--- config.mk ---
export PLATFORM = sky130hd
export DESIGN_NAME = bitlet_sched_ctrl_flat
export DESIGN_NICKNAME = d
export VERILOG_FILES = /design/src/rtl/bitlet_pkg.sv /design/src/rtl/bitlet_sched_ctrl_if.sv /design/src/rtl/popcount_max.sv /design/src/rtl/bitlet_sched_ctrl.sv /design/src/flat_wrapper.sv
export SDC_FILE = /design/constraint.sdc
export NUM_CORES = 1
export LEC_CHECK = 0
export BUFFER_PORTS_ARGS = -buffer_cell sky130_fd_sc_hd__buf_2
export CAP_MARGIN = 20
export CORE_MARGIN = 3
export CORE_UTILIZATION = 32
export DETAILED_ROUTE_END_ITERATION = 10
export HOLD_SLACK_MARGIN = 0.03
export MAX_ROUTING_LAYER = met4
export SKIP_CTS_REPAIR_TIMING = 1
export SLEW_MARGIN = 20
export SYNTH_ARGS = -nofsm -noshare
export SYNTH_HDL_FRONTEND = slang
export SYNTH_SLANG_ARGS = --single-unit
--- constraint.sdc ---
create_clock -name clk -period 1.77 [get_ports clk]
set_input_delay 0.177 -clock clk [delete_from_list [all_inputs] [get_ports clk]]
set_output_delay 0.177 -clock clk [all_outputs]
set_load 0.01 [all_outputs]
--- src/rtl/bitlet_pkg.sv ---
// Shared types and default geometry for the bitlet scheduler sequencer.
package bitlet_pkg;

    localparam int unsigned DEF_DATA_WIDTH = 8;
    localparam int unsigned DEF_VEC_LENGTH = 16;

    typedef enum logic {
        IDLE = 1'b0,
        COMP = 1'b1
    } state_t;

endpackage

--- src/rtl/bitlet_sched_ctrl_if.sv ---
// Weight-buffer handshake, scheduler strobes and PE-array beat handshake.
interface bitlet_sched_ctrl_if #(
    parameter int unsigned DATA_WIDTH = 8,
    parameter int unsigned VEC_LENGTH = 16
);

    logic                                 w_valid;
    logic                                 w_ready;
    logic [DATA_WIDTH-1:0][VEC_LENGTH-1:0] weight;
    logic                                 wen_rf;
    logic                                 en_comp;
    logic                                 out_ready;
    logic                                 out_valid;
    logic                                 out_last;
    logic                                 tile_done;
    logic                                 busy;

    modport master (
        output w_valid, weight, out_ready,
        input  w_ready, wen_rf, en_comp, out_valid, out_last, tile_done, busy
    );

    modport slave (
        input  w_valid, weight, out_ready,
        output w_ready, wen_rf, en_comp, out_valid, out_last, tile_done, busy
    );

endinterface

--- src/rtl/popcount_max.sv ---
// Largest per-column popcount of a weight tile; this is the tile's beat count.
module popcount_max
    import bitlet_pkg::*;
#(
    parameter int unsigned DATA_WIDTH = DEF_DATA_WIDTH,
    parameter int unsigned VEC_LENGTH = DEF_VEC_LENGTH,
    parameter int unsigned CNT_WIDTH  = $clog2(VEC_LENGTH + 1)
) (
    input  logic [DATA_WIDTH-1:0][VEC_LENGTH-1:0] weight,
    output logic [CNT_WIDTH-1:0]                  maxpop
);

    function automatic logic [CNT_WIDTH-1:0] popcount(input logic [VEC_LENGTH-1:0] v);
        logic [CNT_WIDTH-1:0] sum;
        sum = '0;
        for (int i = 0; i < int'(VEC_LENGTH); i++) begin
            sum = sum + CNT_WIDTH'(v[i]);
        end
        return sum;
    endfunction

    logic [CNT_WIDTH-1:0] pop [DATA_WIDTH];

    always_comb begin
        for (int j = 0; j < int'(DATA_WIDTH); j++) begin
            pop[j] = popcount(weight[j]);
        end
    end

    always_comb begin
        maxpop = '0;
        for (int j = 0; j < int'(DATA_WIDTH); j++) begin
            if (pop[j] > maxpop) begin
                maxpop = pop[j];
            end
        end
    end

endmodule

--- src/rtl/bitlet_sched_ctrl.sv ---
// Tile sequencer: loads weight tiles, drains one essential bit per beat, and
// prefetches the next tile on the final beat so tiles stream without a bubble.
module bitlet_sched_ctrl
    import bitlet_pkg::*;
#(
    parameter int unsigned DATA_WIDTH = DEF_DATA_WIDTH,
    parameter int unsigned VEC_LENGTH = DEF_VEC_LENGTH,
    parameter int unsigned CNT_WIDTH  = $clog2(VEC_LENGTH + 1)
) (
    input logic               clk,
    input logic               reset,
    bitlet_sched_ctrl_if.slave bus
);

    logic [CNT_WIDTH-1:0] maxpop;

    popcount_max #(
        .DATA_WIDTH (DATA_WIDTH),
        .VEC_LENGTH (VEC_LENGTH),
        .CNT_WIDTH  (CNT_WIDTH)
    ) u_popcount_max (
        .weight (bus.weight),
        .maxpop (maxpop)
    );

    state_t               state_q, state_d;
    logic [CNT_WIDTH-1:0] cnt_q, cnt_d;
    logic                 out_valid_q, out_valid_d;
    logic                 out_last_q, out_last_d;
    logic                 tile_done_q, tile_done_d;

    logic stall, fire, last_fire, w_ready, load, cnt_one;

    always_comb begin
        cnt_one   = (cnt_q == CNT_WIDTH'(1));
        stall     = out_valid_q & ~bus.out_ready;
        fire      = (state_q == COMP) & ~stall;
        last_fire = fire & cnt_one;
        // IDLE acceptance deliberately ignores stall: loading never disturbs the held beat.
        w_ready   = (state_q == IDLE) | last_fire;
        load      = bus.w_valid & w_ready;

        state_d = state_q;
        cnt_d   = cnt_q;
        if (fire) begin
            cnt_d = cnt_q - CNT_WIDTH'(1);
            if (cnt_one) begin
                state_d = IDLE;
            end
        end
        if (load) begin
            if (maxpop == '0) begin
                state_d = IDLE;
                cnt_d   = '0;
            end else begin
                state_d = COMP;
                cnt_d   = maxpop;
            end
        end

        out_valid_d = out_valid_q;
        out_last_d  = out_last_q;
        if (fire) begin
            out_valid_d = 1'b1;
            out_last_d  = cnt_one;
        end else if (bus.out_ready) begin
            out_valid_d = 1'b0;
            out_last_d  = 1'b0;
        end

        tile_done_d = (out_valid_q & out_last_q & bus.out_ready) | (load & (maxpop == '0));
    end

    always_ff @(posedge clk or posedge reset) begin
        if (reset) begin
            state_q     <= IDLE;
            cnt_q       <= '0;
            out_valid_q <= 1'b0;
            out_last_q  <= 1'b0;
            tile_done_q <= 1'b0;
        end else begin
            state_q     <= state_d;
            cnt_q       <= cnt_d;
            out_valid_q <= out_valid_d;
            out_last_q  <= out_last_d;
            tile_done_q <= tile_done_d;
        end
    end

    assign bus.w_ready   = w_ready;
    assign bus.wen_rf    = load;
    assign bus.en_comp   = fire;
    assign bus.out_valid = out_valid_q;
    assign bus.out_last  = out_last_q;
    assign bus.tile_done = tile_done_q;
    assign bus.busy      = (state_q == COMP);

endmodule

--- src/flat_wrapper.sv ---
// flat-port wrapper written by rule: the top's interface ports become plain ports
module bitlet_sched_ctrl_flat import bitlet_pkg::*;
#(
    parameter int unsigned DATA_WIDTH = DEF_DATA_WIDTH,
    parameter int unsigned VEC_LENGTH = DEF_VEC_LENGTH,
    parameter int unsigned CNT_WIDTH  = $clog2(VEC_LENGTH + 1)
)
  (clk, reset, bus_w_valid, bus_weight, bus_out_ready, bus_w_ready, bus_wen_rf, bus_en_comp, bus_out_valid, bus_out_last, bus_tile_done, bus_busy);
  bitlet_sched_ctrl_if #(.DATA_WIDTH(DATA_WIDTH), .VEC_LENGTH(VEC_LENGTH)) bus_i ();
  input logic clk;
  input logic reset;
  input wire logic [$bits(bus_i.w_valid)-1:0] bus_w_valid;
  input wire logic [$bits(bus_i.weight)-1:0] bus_weight;
  input wire logic [$bits(bus_i.out_ready)-1:0] bus_out_ready;
  output wire logic [$bits(bus_i.w_ready)-1:0] bus_w_ready;
  output wire logic [$bits(bus_i.wen_rf)-1:0] bus_wen_rf;
  output wire logic [$bits(bus_i.en_comp)-1:0] bus_en_comp;
  output wire logic [$bits(bus_i.out_valid)-1:0] bus_out_valid;
  output wire logic [$bits(bus_i.out_last)-1:0] bus_out_last;
  output wire logic [$bits(bus_i.tile_done)-1:0] bus_tile_done;
  output wire logic [$bits(bus_i.busy)-1:0] bus_busy;
  assign bus_i.w_valid = bus_w_valid;
  assign bus_i.weight = bus_weight;
  assign bus_i.out_ready = bus_out_ready;
  assign bus_w_ready = bus_i.w_ready;
  assign bus_wen_rf = bus_i.wen_rf;
  assign bus_en_comp = bus_i.en_comp;
  assign bus_out_valid = bus_i.out_valid;
  assign bus_out_last = bus_i.out_last;
  assign bus_tile_done = bus_i.tile_done;
  assign bus_busy = bus_i.busy;
  bitlet_sched_ctrl #(.DATA_WIDTH(DATA_WIDTH), .VEC_LENGTH(VEC_LENGTH), .CNT_WIDTH(CNT_WIDTH)) u_core (.clk(clk), .reset(reset), .bus(bus_i));
endmodule
* Word-level counts from Yosys, hierarchy flattened
Index checks and enable logic that the tools add are counted. W data, S select, Z words.
Storage, ports and cells: register bits after elaboration 9, latch bits 0, memory bits (writable) 0, ROM bits 0, output and inout port bits 7, logic and storage cells 170, memories kept 0
Cells by class: $add $sub $neg 121, multiply operators 0, divide/modulo/power cells 0, magnitude comparators 8, equality and inequality tests 1, shift operators 0, mux-type cells 18, bitwise logic cells 12, reduce and logical (&&, ||, !) cells 5
Operators by type and width (number):
- $add A5 B1 Y5 | 88
- $mux W5 | 11
- $add A4 B1 Y5 | 8
- $gt A5 B5 Y1 | 7
- $add A3 B1 Y4 | 8
- $add A2 B1 Y3 | 8
- $add A1 B1 Y2 | 8
- $and A1 B1 Y1 | 7
- $mux W1 | 7
- $reduce_bool A2 Y1 | 3
- $eq A5 B1 Y1 const B | 1
- $gt A5 B1 Y1 const B | 1
- $logic_not A5 Y1 | 1
- $sub A5 B1 Y5 const B | 1
- $not A1 Y1 | 3
- $or A1 B1 Y1 | 2
- $reduce_and A2 Y1 | 1

* Logic depth before layout (Yosys ltp)
depth after elaboration 34, mapped depth 64, depth with buffers taken out 63

* Hierarchy
A second synthesis with hierarchy kept.
Unflattened totals: cells, all modules 554, area, all modules 5028.6 µm²
By module, submodules not included:
- popcount_max | times used 1, cells each 507, area an instance 4519.3 µm², sequential area each 0.0 µm²
- bitlet_sched_ctrl | times used 1, cells each 47, area an instance 509.2 µm², sequential area each 225.2 µm²

* Worst setup path before layout
No wires, ideal clock.
path type input to register, start in bus_weight[16], end reg u_core.tile_done_q (netlist: u_core.bus.tile_done), library setup time 0.122 ns, data arrival time 12.681 ns, required time 1.648 ns, path slack -11.032 ns, stages on the path 55, cells stage by stage fa_1 -> inv_1 -> fa_1 -> fa_1 -> fa_1 -> inv_1 -> ha_1 -> a211oi_1 -> o21bai_1 -> o21a_1 -> ha_1 -> and4_2 -> and2_2 -> o21a_1 -> or2_2 -> ha_1 -> and3_1 -> nand3_1 -> [... 19 more ...] -> nor3_1 -> or2_2 -> ha_1 -> o21ai_0 -> o21bai_1 -> o21a_1 -> buf_2 -> or4_1 -> and3b_1 -> ha_1 -> and3_2 -> a221oi_1 -> a31oi_1 -> nor3_1 -> a221oi_2 -> and3_1 -> and4b_1 -> a32o_1
Between the ends: longest elaborated chain between the ends 32
Ends and longest elaborated chain:
- start: declaration | RTL line flat_wrapper.sv:13 | input wire logic [$bits(bus_i.weight)-1:0] bus_weight;
- $add A1 B1 Y2 * | RTL line popcount_max.sv:17 | sum = sum + CNT_WIDTH'(v[i]);
- $add A2 B1 Y3 * | RTL line popcount_max.sv:17
- $add A3 B1 Y4 * | RTL line popcount_max.sv:17
- $add A4 B1 Y5 * | RTL line popcount_max.sv:17
- $add A5 B1 Y5 * (11 in a row) | RTL line popcount_max.sv:17
- $gt A5 B5 Y1 | RTL line popcount_max.sv:33 | if (pop[j] > maxpop) begin
- $mux W5 * | RTL line popcount_max.sv:33
- $gt A5 B5 Y1 | RTL line popcount_max.sv:33
- [... 7 more ...]
- $gt A5 B5 Y1 | RTL line popcount_max.sv:33
- $mux W5 * | RTL line popcount_max.sv:33
- $gt A5 B5 Y1 | RTL line popcount_max.sv:33
- $mux W5 * | RTL line popcount_max.sv:33
- $logic_not A5 Y1 * | RTL line bitlet_sched_ctrl.sv:71 | tile_done_d = (out_valid_q & out_last_q & bus.out_ready) | (load & (maxpop == '0));
- $and A1 B1 Y1 * | RTL line bitlet_sched_ctrl.sv:71
- $or A1 B1 Y1 * | RTL line bitlet_sched_ctrl.sv:71
- via u_core.tile_done_d | RTL line bitlet_sched_ctrl.sv:30 | logic tile_done_q, tile_done_d;
- end signal: assignment | RTL line bitlet_sched_ctrl.sv:86 | tile_done_q <= tile_done_d;
- end: declaration | RTL line bitlet_sched_ctrl.sv:30
The timed path passes the listed nets; every way through them passes the cells marked *. A chain may end at the register's enable or synchronous reset.

* Worst setup path in the final report
start in bus_weight[3], end reg u_core.tile_done_q (netlist: u_core.bus.tile_done)
Between the ends: longest elaborated chain between the ends 32
Ends and longest elaborated chain (RTL line):
- $add A3 B1 Y4 * | popcount_max.sv:17
- $add A4 B1 Y5 * | popcount_max.sv:17
- $add A5 B1 Y5 * (11 in a row) | popcount_max.sv:17
- $gt A5 B1 Y1 | popcount_max.sv:33
- $mux W5 * | popcount_max.sv:33
- $gt A5 B5 Y1 | popcount_max.sv:33
- $mux W5 * | popcount_max.sv:33
- $gt A5 B5 Y1 | popcount_max.sv:33
- [... 7 more ...]
- $gt A5 B5 Y1 | popcount_max.sv:33
- $mux W5 * | popcount_max.sv:33
- $gt A5 B5 Y1 | popcount_max.sv:33
- $mux W5 * | popcount_max.sv:33
- $logic_not A5 Y1 * | bitlet_sched_ctrl.sv:71
- $and A1 B1 Y1 * | bitlet_sched_ctrl.sv:71
- $or A1 B1 Y1 * | bitlet_sched_ctrl.sv:71
- via u_core.tile_done_d | bitlet_sched_ctrl.sv:30
Marked as above.

==> results.txt <==
The flow ran to the end, but the final reports show violations. The checks that failed: setup timing. The cell area after placement came out at ~7000 sq um. For the worst-skew pair, the clock arrives at the later sink with an insertion delay of ~240 ps. Dividing the final minimum period by the clock period gives 674.0%. CTS built an H-tree with a depth of 1.

STA puts the critical path data required time at 1940 ps. The post-synthesis instance area is about 5000 sq um. The worst hold path passes through 3 cells. The number of instances in the synthesized netlist is around 550.

The total core area is 14750 sq um. The post-synthesis average cell area is 8.981 sq um. Timing would allow up to ~84 MHz. The detailed-routing iteration count for the pre-antenna-repair pass is 4. Counting distinct cell types in the post-synthesis netlist gives 64. The number of routed nets with antenna violations is 0. The floorplan step set the die height to roughly 130 um. The number of nets in the layout is between 1000 and 1500. The path type of the worst min-delay path is input pin to register. The post-route netlist has approximately half of its cells at a drive strength greater than 1. The startpoint class of the critical path is an input pin. Across the run, the number of max-cap violations was 0. The setup slack of the worst register-to-register path came out at roughly 120 ps. TritonCTS built the clock tree. The number of enable flip-flop cells after synthesis came out at 0. Ranked by total cell area, the synthesized netlist is headed by sky130_fd_sc_hd__fa_1 (33%), sky130_fd_sc_hd__ha_1 (20%), sky130_fd_sc_hd__inv_1 (11%). The total of endpoints with negative setup slack in the final report is 7. The biggest area contributor in the post-synthesis netlist is sky130_fd_sc_hd__fa_1.

The via count of the routed design came out at about 4700. The width of the die came out at roughly 130 um. The area of the die is 16840 sq um. The setup path with the least slack is of type input pin to register. In this run the core area contains between 40 and 50 standard-cell rows. The transition time at the pin with the least slew margin came out at between 400 and 500 ps. Leaving out filler cells and counting taps, the final layout contains 1011.

The setup skew after layout came out at between 2 and 2.5 ps. The buffer cell driving the clock tree root is sky130_fd_sc_hd__clkbuf_16. The max-slew headroom at the worst pin came out at 72.26%. The number of global-route vias before repair came out at 4933. Compared with the post-synthesis result, the final layout area differs by 57.74%.

The type of destination of the critical path is a register. Clock-pin slew was measured on the worst setup and hold paths at around 40 ps. The number of nets handed over by synthesis was approximately 840. Data on the critical path arrives at its endpoint at between 10000 and 15000 ps. around 140 I/O pins were placed. The final worst slack is -10160 ps. The most common cell in the synthesized netlist is sky130_fd_sc_hd__inv_1. The most repeated library cell on the critical path is sky130_fd_sc_hd__ha_4. The number of I/O port buffers is approximately 140. Including well taps, the total number of placed cells is a little under 1000. The largest net degree at the start of global routing came out at 10.

Sorting the synthesized cells by how often they occur yields sky130_fd_sc_hd__inv_1 (149), sky130_fd_sc_hd__fa_1 (80), sky130_fd_sc_hd__ha_1 (77). The finished layout cell area came out at ~7700 sq um. The number of antenna violations at the first check in global routing came to 0. The total detailed-routing wirelength is 12.27 mm.

Routability-driven placement finished with a final weighted congestion of ~0.84. The total of warnings raised by yosys is 0. Among all stages on the critical path, the largest delay is contributed by sky130_fd_sc_hd__fa_1. The average wire per cell in the routed design came out at between 10 and 15 um.

The first-pass GRT wire length came out at roughly 20 mm. The number of vias per cell after detailed routing is ~4.6. The synthesized design contains 9 register bits. The final critical delay including setup and external delays came out at 11930 ps. The overflow left after global routing is 0. The TritonCTS sink count came out at 9. The proportion of synthesized chip area in sequential cells came out at between 4 and 5%. The portion of synthesized cell area occupied by the leading cell type is about a third.

The detailed router finished its first iteration with 86 violations. For this configuration, the core starts out at a cell density of 33.23%. For this run, the leading register cell type out of synthesis is sky130_fd_sc_hd__dfrtp_1. The DRC violation count after routing came out at 0.

The cell count of the worst reg-to-reg path came out at 10. The antenna cell count is 0. The final hold violation count is 0. For this run, asynchronously set or reset flops after synthesis account for 100.0%. The stage delay of the slowest cell on the critical path came out at 550 ps.

The post-DP HPWL came out at 11.12 mm. The final count of pins violating max slew is 0. The clock passes through at most 2 buffers. Clock tree synthesis inserted a total of 3 buffers. Setup repair after global routing could not meet its margin everywhere. Global routing consumed, over all layers together, about 14% of the routing resources. The highest fanout seen on the critical path came out at 8.
## registers in the layout, summed over array words and instances (netlist names)
| signal | flops |
|---|---|
| u_core.bus.out_valid | 1 |
| u_core.bus.out_last | 1 |
| u_core.bus.tile_done | 1 |
| u_core.bus.busy | 1 |
| u_core.cnt_q | 5 |
## through the flow
step	hold slack [ps]	setup TNS, ps	worst slack, ps	utilization [%]
2_1_floorplan	4.918	-69360	-10200	-
3_3_place_gp	143.2	-72640	-10570	47.67
3_5_place_dp	169.0	-74470	-10860	47.67
4_1_cts	-84.32	-72890	-10640	48.21
5_1_grt	235.9	-73160	-10690	52.43
6_report	213.7	-69400	-10160	52.43
## cell families after synthesis
kind of cell             Yosys count  share of synthesized area, %
AO/OA/AOI/OAI                    105                         15.49
XOR/XNOR                          19                         3.394
adder cells (fa/ha/maj)          157                         52.31
buffers and inverters            152                         11.74
flip-flops                         9                         4.593
multiplexers                       9                         1.888
AND/OR/NAND/NOR                   95                         10.59
## cell usage in the layout, fill, tap and decap left out, drive strengths merged, types with 9 or more instances in the layout
master	netlist	final
a21o	12	12
a21oi	27	27
and3	10	10
buf	2	279
dfrtp	9	9
fa	80	80
ha	77	77
inv	149	149
nand2	21	21
nor2	16	16
nor2b	12	12
o21a	9	9
o21ai	16	16
xor2	11	11
## worst max-delay path, delay by kind of cell
| kind | cells | cell delay (ps) |
|---|---|---|
| mux | 1 | 260 |
| fa+ha+maj | 13 | 4140 |
| buf+inv | 7 | 570 |
| compound gates | 18 | 3520 |
| simple gates | 19 | 3410 |
## worst paths after layout
check,to,startpoint
setup / recovery,u_core.bus.tile_done$_DFF_PP0_,bus_weight[3]
hold / removal,u_core.bus.busy$_DFFE_PP0P_,bus_w_valid
setup reg to reg,u_core.cnt_q[0]$_DFFE_PP0P_,u_core.bus.out_valid$_DFFE_PP0P_
hold reg to reg,u_core.bus.out_last$_DFFE_PP0P_,u_core.bus.out_last$_DFFE_PP0P_
max in group asynchronous,u_core.bus.tile_done$_DFF_PP0_,reset
min in group asynchronous,u_core.bus.out_last$_DFFE_PP0P_,reset
## cell type report
cell class                 instances  area [sq um]
tap                              184         230.2
clock inverter                     1         5.005
multi-input combinational        385          4813
sequential                         9         225.2
fill                            1361          7019
clock buffer                       3         75.07
timing repair buffer             280          1817
inverter                         149         569.3
## per-layer routing
metal  global-route usage, %  share of wire (%)
met3                  0.5731                2.9
met5                       -                  0
met2                   29.48                 58
met4                   2.078                1.1
met1                   15.73                 38
Power is not shown: default switching activity piles up to over one toggle a cycle in this logic, so the estimate is an artifact.
